## src/rtl/conv_3x3_host_if.sv

```systemverilog
// conv_3x3_host_if: input byte stream and result byte stream of conv_3x3_host
interface conv_3x3_host_if;
  logic       s_valid;
  logic       s_ready;
  logic [7:0] s_data;
  logic       m_valid;
  logic       m_ready;
  logic [7:0] m_data;
  logic       m_last;
  modport slave (input s_valid, s_data, m_ready, output s_ready, m_valid, m_data, m_last);
  modport master (output s_valid, s_data, m_ready, input s_ready, m_valid, m_data, m_last);
endinterface

```

## src/rtl/conv_3x3_host.sv

```systemverilog
// conv_3x3_host: streams 25 bytes into the conv_3x3 engine, starts it and streams the 2x2 result back
module conv_3x3_host #(
  parameter int TIMEOUT = 32
) (
  input  logic                 clk,
  input  logic                 rst_n,
  conv_3x3_host_if.slave       bus,
  output logic                 conv_start,
  output logic [71:0]          w_flat,
  output logic [127:0]         in_flat,
  input  logic [7:0]           conv_out_11,
  input  logic [7:0]           conv_out_12,
  input  logic [7:0]           conv_out_21,
  input  logic [7:0]           conv_out_22,
  input  logic                 conv_done,
  output logic                 err
);
  localparam int TW = $clog2(TIMEOUT + 1);
  localparam logic [TW-1:0] TMO_LAST = TW'(TIMEOUT - 1);
  typedef enum logic [1:0] {LOAD, START, WAIT, SEND} state_t;
  state_t         state_q, state_d;
  logic [4:0]     cnt_q, cnt_d;
  logic [1:0]     idx_q, idx_d;
  logic [TW-1:0]  tmo_q, tmo_d;
  logic [71:0]    w_q, w_d;
  logic [127:0]   px_q, px_d;
  logic [31:0]    res_q, res_d;
  logic           err_q, err_d;
  logic           start_q, start_d;
  logic           mv_q, mv_d;
  logic           s_acc, m_acc;
  assign bus.s_ready = rst_n && state_q == LOAD;
  assign bus.m_valid = mv_q;
  assign bus.m_data  = res_q[8*idx_q +: 8];
  assign bus.m_last  = mv_q && idx_q == 2'd3;
  assign conv_start  = start_q;
  assign w_flat      = w_q;
  assign in_flat     = px_q;
  assign err         = err_q;
  always_comb begin
    s_acc   = bus.s_valid && bus.s_ready;
    m_acc   = mv_q && bus.m_ready;
    state_d = state_q;
    cnt_d   = cnt_q;
    idx_d   = idx_q;
    tmo_d   = tmo_q;
    w_d     = w_q;
    px_d    = px_q;
    res_d   = res_q;
    err_d   = err_q;
    start_d = 1'b0;
    mv_d    = mv_q;
    case (state_q)
      LOAD: if (s_acc) begin
        for (int k = 0; k < 9; k++) if (cnt_q == 5'(k)) w_d[8*k +: 8] = bus.s_data;
        for (int k = 0; k < 16; k++) if (cnt_q == 5'(k + 9)) px_d[8*k +: 8] = bus.s_data;
        cnt_d   = cnt_q == 5'd24 ? 5'd0 : cnt_q + 5'd1;
        state_d = cnt_q == 5'd24 ? START : LOAD;
        start_d = cnt_q == 5'd24;
      end
      START: begin
        state_d = WAIT;
        tmo_d   = '0;
      end
      // engine clears its outputs after done, so results are grabbed in the done cycle itself
      WAIT: if (conv_done) begin
        res_d   = {conv_out_22, conv_out_21, conv_out_12, conv_out_11};
        state_d = SEND;
        mv_d    = 1'b1;
      end else if (tmo_q == TMO_LAST) begin
        err_d   = 1'b1;
        state_d = LOAD;
      end else begin
        tmo_d   = tmo_q + 1'b1;
      end
      SEND: if (m_acc) begin
        idx_d   = idx_q + 2'd1;
        state_d = idx_q == 2'd3 ? LOAD : SEND;
        mv_d    = idx_q != 2'd3;
      end
      default: state_d = LOAD;
    endcase
  end
  always_ff @(posedge clk or negedge rst_n)
    if (!rst_n) begin
      state_q <= LOAD;
      cnt_q   <= '0;
      idx_q   <= '0;
      tmo_q   <= '0;
      w_q     <= '0;
      px_q    <= '0;
      res_q   <= '0;
      err_q   <= 1'b0;
      start_q <= 1'b0;
      mv_q    <= 1'b0;
    end else begin
      state_q <= state_d;
      cnt_q   <= cnt_d;
      idx_q   <= idx_d;
      tmo_q   <= tmo_d;
      w_q     <= w_d;
      px_q    <= px_d;
      res_q   <= res_d;
      err_q   <= err_d;
      start_q <= start_d;
      mv_q    <= mv_d;
    end
endmodule
```

## src/flat_wrapper.sv

```systemverilog
// flat-port wrapper written by rule: the top's interface ports become plain ports
module conv_3x3_host_flat 
#(
  parameter int TIMEOUT = 32
)
  (clk, rst_n, conv_start, w_flat, in_flat, conv_out_11, conv_out_12, conv_out_21, conv_out_22, conv_done, err, bus_s_valid, bus_s_data, bus_m_ready, bus_s_ready, bus_m_valid, bus_m_data, bus_m_last);
  conv_3x3_host_if bus_i ();
  input  logic clk;
  input  logic rst_n;
  output logic conv_start;
  output logic [71:0] w_flat;
  output logic [127:0] in_flat;
  input  logic [7:0] conv_out_11;
  input  logic [7:0] conv_out_12;
  input  logic [7:0] conv_out_21;
  input  logic [7:0] conv_out_22;
  input  logic conv_done;
  output logic err;
  input wire logic [$bits(bus_i.s_valid)-1:0] bus_s_valid;
  input wire logic [$bits(bus_i.s_data)-1:0] bus_s_data;
  input wire logic [$bits(bus_i.m_ready)-1:0] bus_m_ready;
  output wire logic [$bits(bus_i.s_ready)-1:0] bus_s_ready;
  output wire logic [$bits(bus_i.m_valid)-1:0] bus_m_valid;
  output wire logic [$bits(bus_i.m_data)-1:0] bus_m_data;
  output wire logic [$bits(bus_i.m_last)-1:0] bus_m_last;
  assign bus_i.s_valid = bus_s_valid;
  assign bus_i.s_data = bus_s_data;
  assign bus_i.m_ready = bus_m_ready;
  assign bus_s_ready = bus_i.s_ready;
  assign bus_m_valid = bus_i.m_valid;
  assign bus_m_data = bus_i.m_data;
  assign bus_m_last = bus_i.m_last;
  conv_3x3_host #(.TIMEOUT(TIMEOUT)) u_core (.clk(clk), .rst_n(rst_n), .bus(bus_i), .conv_start(conv_start), .w_flat(w_flat), .in_flat(in_flat), .conv_out_11(conv_out_11), .conv_out_12(conv_out_12), .conv_out_21(conv_out_21), .conv_out_22(conv_out_22), .conv_done(conv_done), .err(err));
endmodule
```

## config.mk

```make
export PLATFORM = sky130hd
export DESIGN_NAME = conv_3x3_host_flat
export DESIGN_NICKNAME = d
export VERILOG_FILES = /design/src/rtl/conv_3x3_host_if.sv /design/src/rtl/conv_3x3_host.sv /design/src/flat_wrapper.sv
export SDC_FILE = /design/constraint.sdc
export NUM_CORES = 1
export LEC_CHECK = 0
export CORE_MARGIN = 2
export CORE_UTILIZATION = 53
export DETAILED_ROUTE_END_ITERATION = 6
export PLACE_DENSITY = 0.86
export SLEW_MARGIN = 5
export SYNTH_ARGS = -nofsm -noshare
export SYNTH_HDL_FRONTEND = slang
export SYNTH_SLANG_ARGS = --single-unit
export TNS_END_PERCENT = 20
```

## constraint.sdc

```tcl
create_clock -name clk -period 2.9 [get_ports clk]
set_input_delay 0.58 -clock clk [delete_from_list [all_inputs] [get_ports clk]]
set_output_delay 0.58 -clock clk [all_outputs]
set_load 0.02 [all_outputs]
```

# ---- Word-level counts from Yosys, hierarchy flattened
# Cells that the tools add are included.
dict set report op_classes {
  addsub 3
  n_eq_ne 36
  n_shift 1
  n_mux 16
  bitwise_logic 1
  n_reduce_logical 40
}
# cell n
set op_table {}
lappend op_table {{$reduce_and A3 Y1} 29}
lappend op_table {{$eq A5 B5 Y1 const B} 9}
lappend op_table {{$eq A5 B4 Y1 const B} 8}
lappend op_table {{$shiftx A32 B6 Y8} 1}
lappend op_table {{$eq A5 B3 Y1 const B} 4}
lappend op_table {{$mux W6} 2}
lappend op_table {{$pmux W6 S2} 1}
lappend op_table {{$eq A5 B2 Y1 const B} 2}
lappend op_table {{$mux W2} 5}
lappend op_table {{$ne A2 B2 Y1 const B} 4}
lappend op_table {{$pmux W2 S4} 1}
lappend op_table {{$add A6 B1 Y6 const B} 1}
lappend op_table {{$eq A2 B2 Y1 const B} 3}
lappend op_table {{$eq A6 B5 Y1 const B} 1}
lappend op_table {{$reduce_and A2 Y1} 3}
lappend op_table {{$add A5 B1 Y5 const B} 1}
lappend op_table {{$eq A5 B1 Y1 const B} 1}
lappend op_table {{$logic_not A5 Y1} 1}
lappend op_table {{$mux W1} 5}
lappend op_table {{$mux W5} 1}
lappend op_table {{$logic_and A1 B1 Y1} 4}
lappend op_table {{$ne A2 B1 Y1 const B} 2}
lappend op_table {{$reduce_bool A2 Y1} 2}
lappend op_table {{$ne A3 B2 Y1 const B} 1}
lappend op_table {{5 further kinds} 5}
dict set report word_totals {
  reg_bits 250
  out_inout_bits 213
  elab_cells 130
}

# ---- Depth between registers and ports, before layout
# Gate-level depths: netlist (run 1).
dict set report logic_depth {
  word_depth 5
  mapped_depth 7
  mapped_depth_nobuf 6
}

# ---- Worst setup path after synthesis (run 1)
# OpenSTA, ideal clock, no wires.
dict set report synth_timing {
  path_kind {reg-to-output}
  startpoint {reg u_core.idx_q[0]}
  endpoint {out bus_m_data[0]}
  arrival_ps 1416
  required_time_ps 2320
  path_slack_ps 904
  path_stages_with_launch 3
  path_buffers 1
  cell_sequence {dfrtp_1 > clkbuf_1 > mux4_2}
}
dict set report synth_via {
  elab_chain_cells 1
}
# item line
set synth_lines {}
lappend synth_lines {{start, declared} conv_3x3_host.sv:23} ;# logic [1:0] idx_q, idx_d;
lappend synth_lines {{start signal, assigned} conv_3x3_host.sv:99} ;# idx_q <= idx_d;
lappend synth_lines {{$shiftx A32 B6 Y8} conv_3x3_host.sv:34} ;# assign bus.m_data = res_q[8*idx_q +: 8];
lappend synth_lines {{end, declared} flat_wrapper.sv:24} ;# output wire logic [$bits(bus_i.m_data)-1:0] bus_m_data;
# Every way passes these cells.

# ---- Final worst setup path (run 1)
dict set report layout_timing {
  startpoint {reg u_core.idx_q[0]}
  endpoint {out bus_m_data[2]}
}
# The elaborated chain is that of the path after synthesis.

==> out/metrics.cfg, run 1 <==
[critical_path]
cp-endpoint = bus_m_data[2]
cp_top_family = buffers and inverters
worstReg2RegEnd = u_core.in_flat[62]
crit_type = flip-flop to output pin
required_ns = 2.32
path_cells = buf_4, mux4_2, clkdlybuf4s50_1
cp_slowest_stage_delay_ns = 0.56
cp_max_fo = 10
r2r_start = u_core.state_q[1]
rr_worst_depth = 5
r2r_slack_ns = 0.61
crit_cells = 3
slowest_stage = clkdlybuf4s50_1
critPathLaunchType = flip-flop
crit_arrival_ns = 2.16
worstSetupStartpoint = u_core.idx_q[0]
crit_buf_inv = 2
crit_path_end_kind = output pin

[clock_network]
cts_setup_buffers = 0
cts-root-buf = clkbuf_16
cts.htree.levels = 1
cts.sink_count = 250
path_clk_slew_ns = 0.06
cts_tree = built
cts_made_buffers = 26
clockBufferDepth = 3
clock_latency_ns = 0.52

[hold_path]
hold_class = input port to asynchronous set/reset pin

[detailed_routing]
drc = 0
via_count = 6491
route.final.wire_length_mm = 25.6
dr.first_iter.drc_count = 258
wire_per_inst_um = 22.1
dr.pass1.iters = 4
antenna_left = 0
viasPerCell = 5.60

[power]
p_per_area_mw_per_mm2 = 859
p_comb_share_pct = 29.4
internal_power_mw = 8.29
p_leak_nw = 6.45
switchingPower_mw = 3.53
clkPwrFrac_pct = 30.1
ir_drop_uv = 578
swShare_pct = 29.9
p_seq_share_pct = 40.6

[timing]
worst_pin_slew_ns = 0.944
fin_setup_tns_ns = 0
clock_skew_ns = 0.0149
finalHoldViolations = 0
max_freq_ghz = 0.365
slew_headroom_pct = 37.0
fin_crit_sh_pct = 94.5
finalMaxSlewViolations = 0
rsz0062_at_grt = false
period_needed_ns = 2.74
setup-violations-final = 0

[synthesis]
synth_nets = 689
ys_top_cells_by_area = dfrtp_1, mux2_2, mux4_2
yosys_most_used_dff = dfrtp_1
synth.cell_area_mm2 = 0.00997
synth_most_common_cell = dfrtp_1
syn_avg_cell_area_um2 = 15.7
synth_top_area_share_pct = 62.7
yosysSeqAreaShare_pct = 62.7
yosys.area.top_type = dfrtp_1
synth_cell_type_count = 44
synthArstFlopShare_pct = 100
synth_commonest_cells = dfrtp_1, mux2_2, nand2_1
synthCells = 637
yosys_warnings = 0
synth_edf_count = 0
synth_seq_cells = 250

[global_route]
gr-total-overflow = 0
antenna_found_initial = 0
grt_max_degree = 77
grt_pass1_wl_mm = 39.8
grt_pass1_vias = 6799
track_usage_pct = 25.8

[floorplan]
die_area_mm2 = 0.0199
num_rows = 50
dieWidth_um = 141
die_y_um = 141
start_util_pct = 53.7
ios = 258
core_area_mm2 = 0.0186

[place]
io_buffers = 257
hpwl_mm = 16.7
gp_congestion = 0.839

[layout]
nets = 959
fill_cells = 1201
area_delta_synth_final_pct = 37.9
antenna_cells = 0
postLayoutCoreUtil_pct = 74.0
layout-drive-gt1-share_pct = 33.6

[flow_run]
maxCapViolations = 0

[outcome]
status = finished clean

-- how the worst min path moves through the flow --
stage | from | to | slack (ns) | cells past startpoint
2_1_floorplan | rst_n | u_core.bus.m_valid | 0.28 | 0
3_3_place_gp | u_core.err | u_core.err | 0.46 | 1
3_5_place_dp | u_core.err | u_core.err | 0.46 | 1
4_1_cts | rst_n | u_core.in_flat[118] | 0.13 | 2
5_1_grt | rst_n | u_core.res_q[15] | 0.16 | 2
6_report | rst_n | u_core.tmo_q[2] | 0.12 | 2
-- cells by family (layout without fill, tap and decap cells) --
kind of cell	after synthesis	count (layout)	share of synthesized area (%)
DFF	250	250	62.7
muxes	242	242	28.2
and+or+nand+nor	74	74	4.82
buffers and inverters	37	326	1.58
AOI/OAI and AO/OA	26	26	1.68
adders and majority gates	7	7	0.878
xor gates and xnor gates	1	1	0.0878
-- power groups by stage --
stage | sequential (mW) | clock, mW | combinational, mW
finish | 4.79 | 3.55 | 3.47
global route | 4.88 | 3.76 | 3.66
CTS | 4.79 | 3.62 | 3.51
detailed placement | 4.82 | 0 | 3.46
global placement | 4.76 | 0 | 3.39
floorplan | 5.12 | 0 | 1.53
-- placed cells by master (no fill, tap or decap), drive strengths merged, types with 2 or more instances in the layout --
master	n
buf	18
and3	6
clkinv	4
clkbuf	38
nor3	4
nor2	6
dfrtp	250
o21ai	8
mux4	8
bufinv	5
nor3b	6
mux2	233
nand2	28
a31oi	4
ha	7
nand4	3
nor2b	6
a22o	5
a21oi	5
and2	2
clkdlybuf4s50	256
inv	5
nand3	4
-- metal layers --
layer / wire (µm) / global-route usage (%) / up-vias
li1: - / - / 2833
met1: 10400 / 34.6 / 3383
met2: 12600 / 42.2 / 227
met3: 1910 / 6.15 / 48
met4: 713 / 7.84 / 0
met5: 0 / 0 / -
-- flip-flops by register name, summed over array words and instances (netlist names) --
signal,flops
u_core.cnt_q,5
u_core.in_flat,128
u_core.state_q,2
u_core.res_q,32
u_core.w_flat,72
u_core.err,1
u_core.tmo_q,6
u_core.bus.m_valid,1
u_core.idx_q,2
u_core.conv_start,1
-- timing repair --
item / CTS / global route
resized for setup: 1 / 0
hold buffers: 0 / 0
endpoints found under the setup margin: 1 / 0
-- final cells by class --
class                           count  area, µm²  area share, %
Tap cell                          234        293           2.13
Sequential cell                   250       6260           45.5
Clock buffer                       38        747           5.43
Inverter                            5       18.8          0.136
Timing Repair Buffer              274       2710           19.7
Multi-Input combinational cell    350       3560           25.9
Clock inverter                      9        174           1.26
-- worst register-to-register path: stages, from the launching register on --
cell and delay, ns:
dfrtp_1 0.57, nand4bb_1 0.29, buf_4 0.19, nor3_2 0.29
and3_1 0.45, mux2_2 0.38
-- metrics by stage --
stage | std cells | setup slack, ns | instance area [µm²] | power (mW) | hold slack, ns
after floorplan | 637 | 0.904 | 9970 | 6.65 | 0.284
after global placement | 1113 | 0.338 | 12800 | 8.15 | 0.457
after detailed placement | 1113 | 0.296 | 12800 | 8.28 | 0.461
after CTS | 1160 | 0.119 | 13800 | 11.9 | 0.131
after global routing | 1160 | 0.0883 | 13800 | 12.3 | 0.160
final | 1160 | 0.161 | 13800 | 11.8 | 0.123
(Power assumes the default switching activity.)
==> run 2: changes to the inputs <==
- MAX_ROUTING_LAYER: not set -> met4
==> run 2 against run 1 <==
  * Wire length grew 0.21%
  * Clock power about the same
  * Sequential share of layout area stayed put
  * Combinational power hardly changed
  * Total power hardly changed
  * Register-to-register slack about the same
  * Clock skew down 0.0025 ns
  * Cell area is the same
  * Via count about the same
  * Core utilization is the same
==> out/metrics.cfg, run 2 (synthesized netlist as in run 1, its figures left out) <==
[detailed_routing]
dr.pass1.iters = 4  ; unchanged
viasPerCell = 5.60  ; about the same
route.final.wire_length_mm = 25.7  ; was 25.6 mm
dr.first_iter.drc_count = 293  ; was 258
via_count = 6492  ; was 6491
drc = 0  ; unchanged
wire_per_inst_um = 22.1  ; about the same
antenna_left = 0  ; unchanged

[critical_path]
r2r_start = u_core.state_q[1]  ; unchanged
crit_type = flip-flop to output pin  ; unchanged
critPathLaunchType = flip-flop  ; unchanged
required_ns = 2.32  ; about the same
worstSetupStartpoint = u_core.idx_q[0]  ; unchanged
cp_max_fo = 10  ; unchanged
crit_arrival_ns = 2.16  ; about the same
crit_path_end_kind = output pin  ; unchanged

[global_route]
antenna_found_initial = 0  ; unchanged
grt_pass1_wl_mm = 39.8  ; about the same
grt_pass1_vias = 6816  ; was 6799
grt_max_degree = 77  ; unchanged
track_usage_pct = 26.6  ; was 25.8%
gr-total-overflow = 0  ; unchanged

[timing]
slew_headroom_pct = 38.0  ; was 37.0%
holdWs_ns = 0.122  ; was 0.123 ns
fin_crit_sh_pct = 94.4  ; was 94.5%
finalMaxSlewViolations = 0  ; unchanged
setup_ws_ns = 0.162  ; was 0.161 ns
rsz0062_at_grt = false  ; unchanged
period_needed_ns = 2.74  ; about the same
worst_pin_slew_ns = 0.930  ; was 0.944 ns
max_freq_ghz = 0.365  ; about the same
fin_setup_tns_ns = 0  ; unchanged
finalHoldViolations = 0  ; unchanged
clock_skew_ns = 0.0124  ; was 0.0149 ns
setup-violations-final = 0  ; unchanged

[power]
p_leak_nw = 6.45  ; unchanged
ir_drop_uv = 579  ; was 578 µV
p_per_area_mw_per_mm2 = 859  ; about the same

[layout]
design_area_mm2 = 0.0138  ; unchanged
final_common_cell = clkdlybuf4s50_1  ; unchanged
layout-drive-gt1-share_pct = 33.6  ; unchanged
largest_register_ff_count = 128  ; unchanged
mostFrequentLayoutCells = clkdlybuf4s50_1, dfrtp_1, mux2_2  ; unchanged
area_delta_synth_final_pct = 37.9  ; unchanged
antenna_cells = 0  ; unchanged
nets = 959  ; unchanged

[floorplan]
core_area_mm2 = 0.0186  ; unchanged
die_area_mm2 = 0.0199  ; unchanged
dieWidth_um = 141  ; unchanged
num_rows = 50  ; unchanged
start_util_pct = 53.7  ; unchanged
ios = 258  ; unchanged
die_y_um = 141  ; unchanged

[place]
hpwl_mm = 16.7  ; unchanged
placed_cell_area_mm2 = 0.0128  ; unchanged
dp_slack_ns = 0.296  ; unchanged
gp_congestion = 0.852  ; was 0.839
io_buffers = 257  ; unchanged

[clock_network]
hold_buffers = 0  ; unchanged
cts_setup_buffers = 0  ; unchanged
cts.htree.levels = 1  ; unchanged
cts-root-buf = clkbuf_16  ; unchanged
path_clk_slew_ns = 0.06  ; about the same
clock_latency_ns = 0.52  ; about the same
clockBufferDepth = 3  ; unchanged
cts_tree = built  ; unchanged
cts.sink_count = 250  ; unchanged
cts_made_buffers = 26  ; unchanged
cts_resized = 1  ; unchanged

[outcome]
status = finished clean  ; unchanged

[hold_path]
hold_class = input port to asynchronous set/reset pin  ; unchanged

[flow_run]
maxCapViolations = 0  ; unchanged

-- run 2: layout make-up --
type	count	area, µm²
clock buffers	38	747
clock inverters	9	174
fillers	1201	4830
inverters	5	18.8
multi-input cells	350	3560
flip-flops and latches	250	6260
well taps	234	293
repair buffers	274	2710
-- run 2: final timing paths --
check	end	slack, ns	cells after the start
min	u_core.tmo_q[2]	0.12	2
max reg2reg	u_core.in_flat[62]	0.60	5
max	bus_m_data[2]	0.16	3
min reg2reg	u_core.err	0.48	1
min in group clk	u_core.err	0.48	1
max in group asynchronous	u_core.w_flat[26]	1.19	3
-- run 2: power breakdown --
part | leakage (nW) | switching, mW | internal (mW) | total [mW]
clock network | 0.450 | 1.33 | 2.23 | 3.56
logic | 2.63 | 1.62 | 1.85 | 3.47
registers | 3.37 | 0.574 | 4.22 | 4.79
total | 6.45 | 3.53 | 8.29 | 11.8
-- run 2: stage by stage --
step           total power [mW]  utilization (%)  cells
2_1_floorplan              6.65                -    637
3_3_place_gp               8.15             69.1   1113
3_5_place_dp               8.28             69.1   1113
4_1_cts                    11.9             74.0   1160
5_1_grt                    12.3             74.0   1160
6_report                   11.8             74.0   1160
-- run 2: worst max-delay path, cell delays in order (launching register included) --
cell	delay, ns
dfrtp_1	0.33
buf_4	0.22
mux4_2	0.54
clkdlybuf4s50_1	0.56
-- run 2: per-layer routing --
metal,global-route usage [%],part of all wire [%],vias to the layer above
met4,7.84,2.7,0
met5,-,0,-
met2,42.3,49,216
li1,-,-,2828
met1,35.0,42,3405
met3,5.50,6.4,43
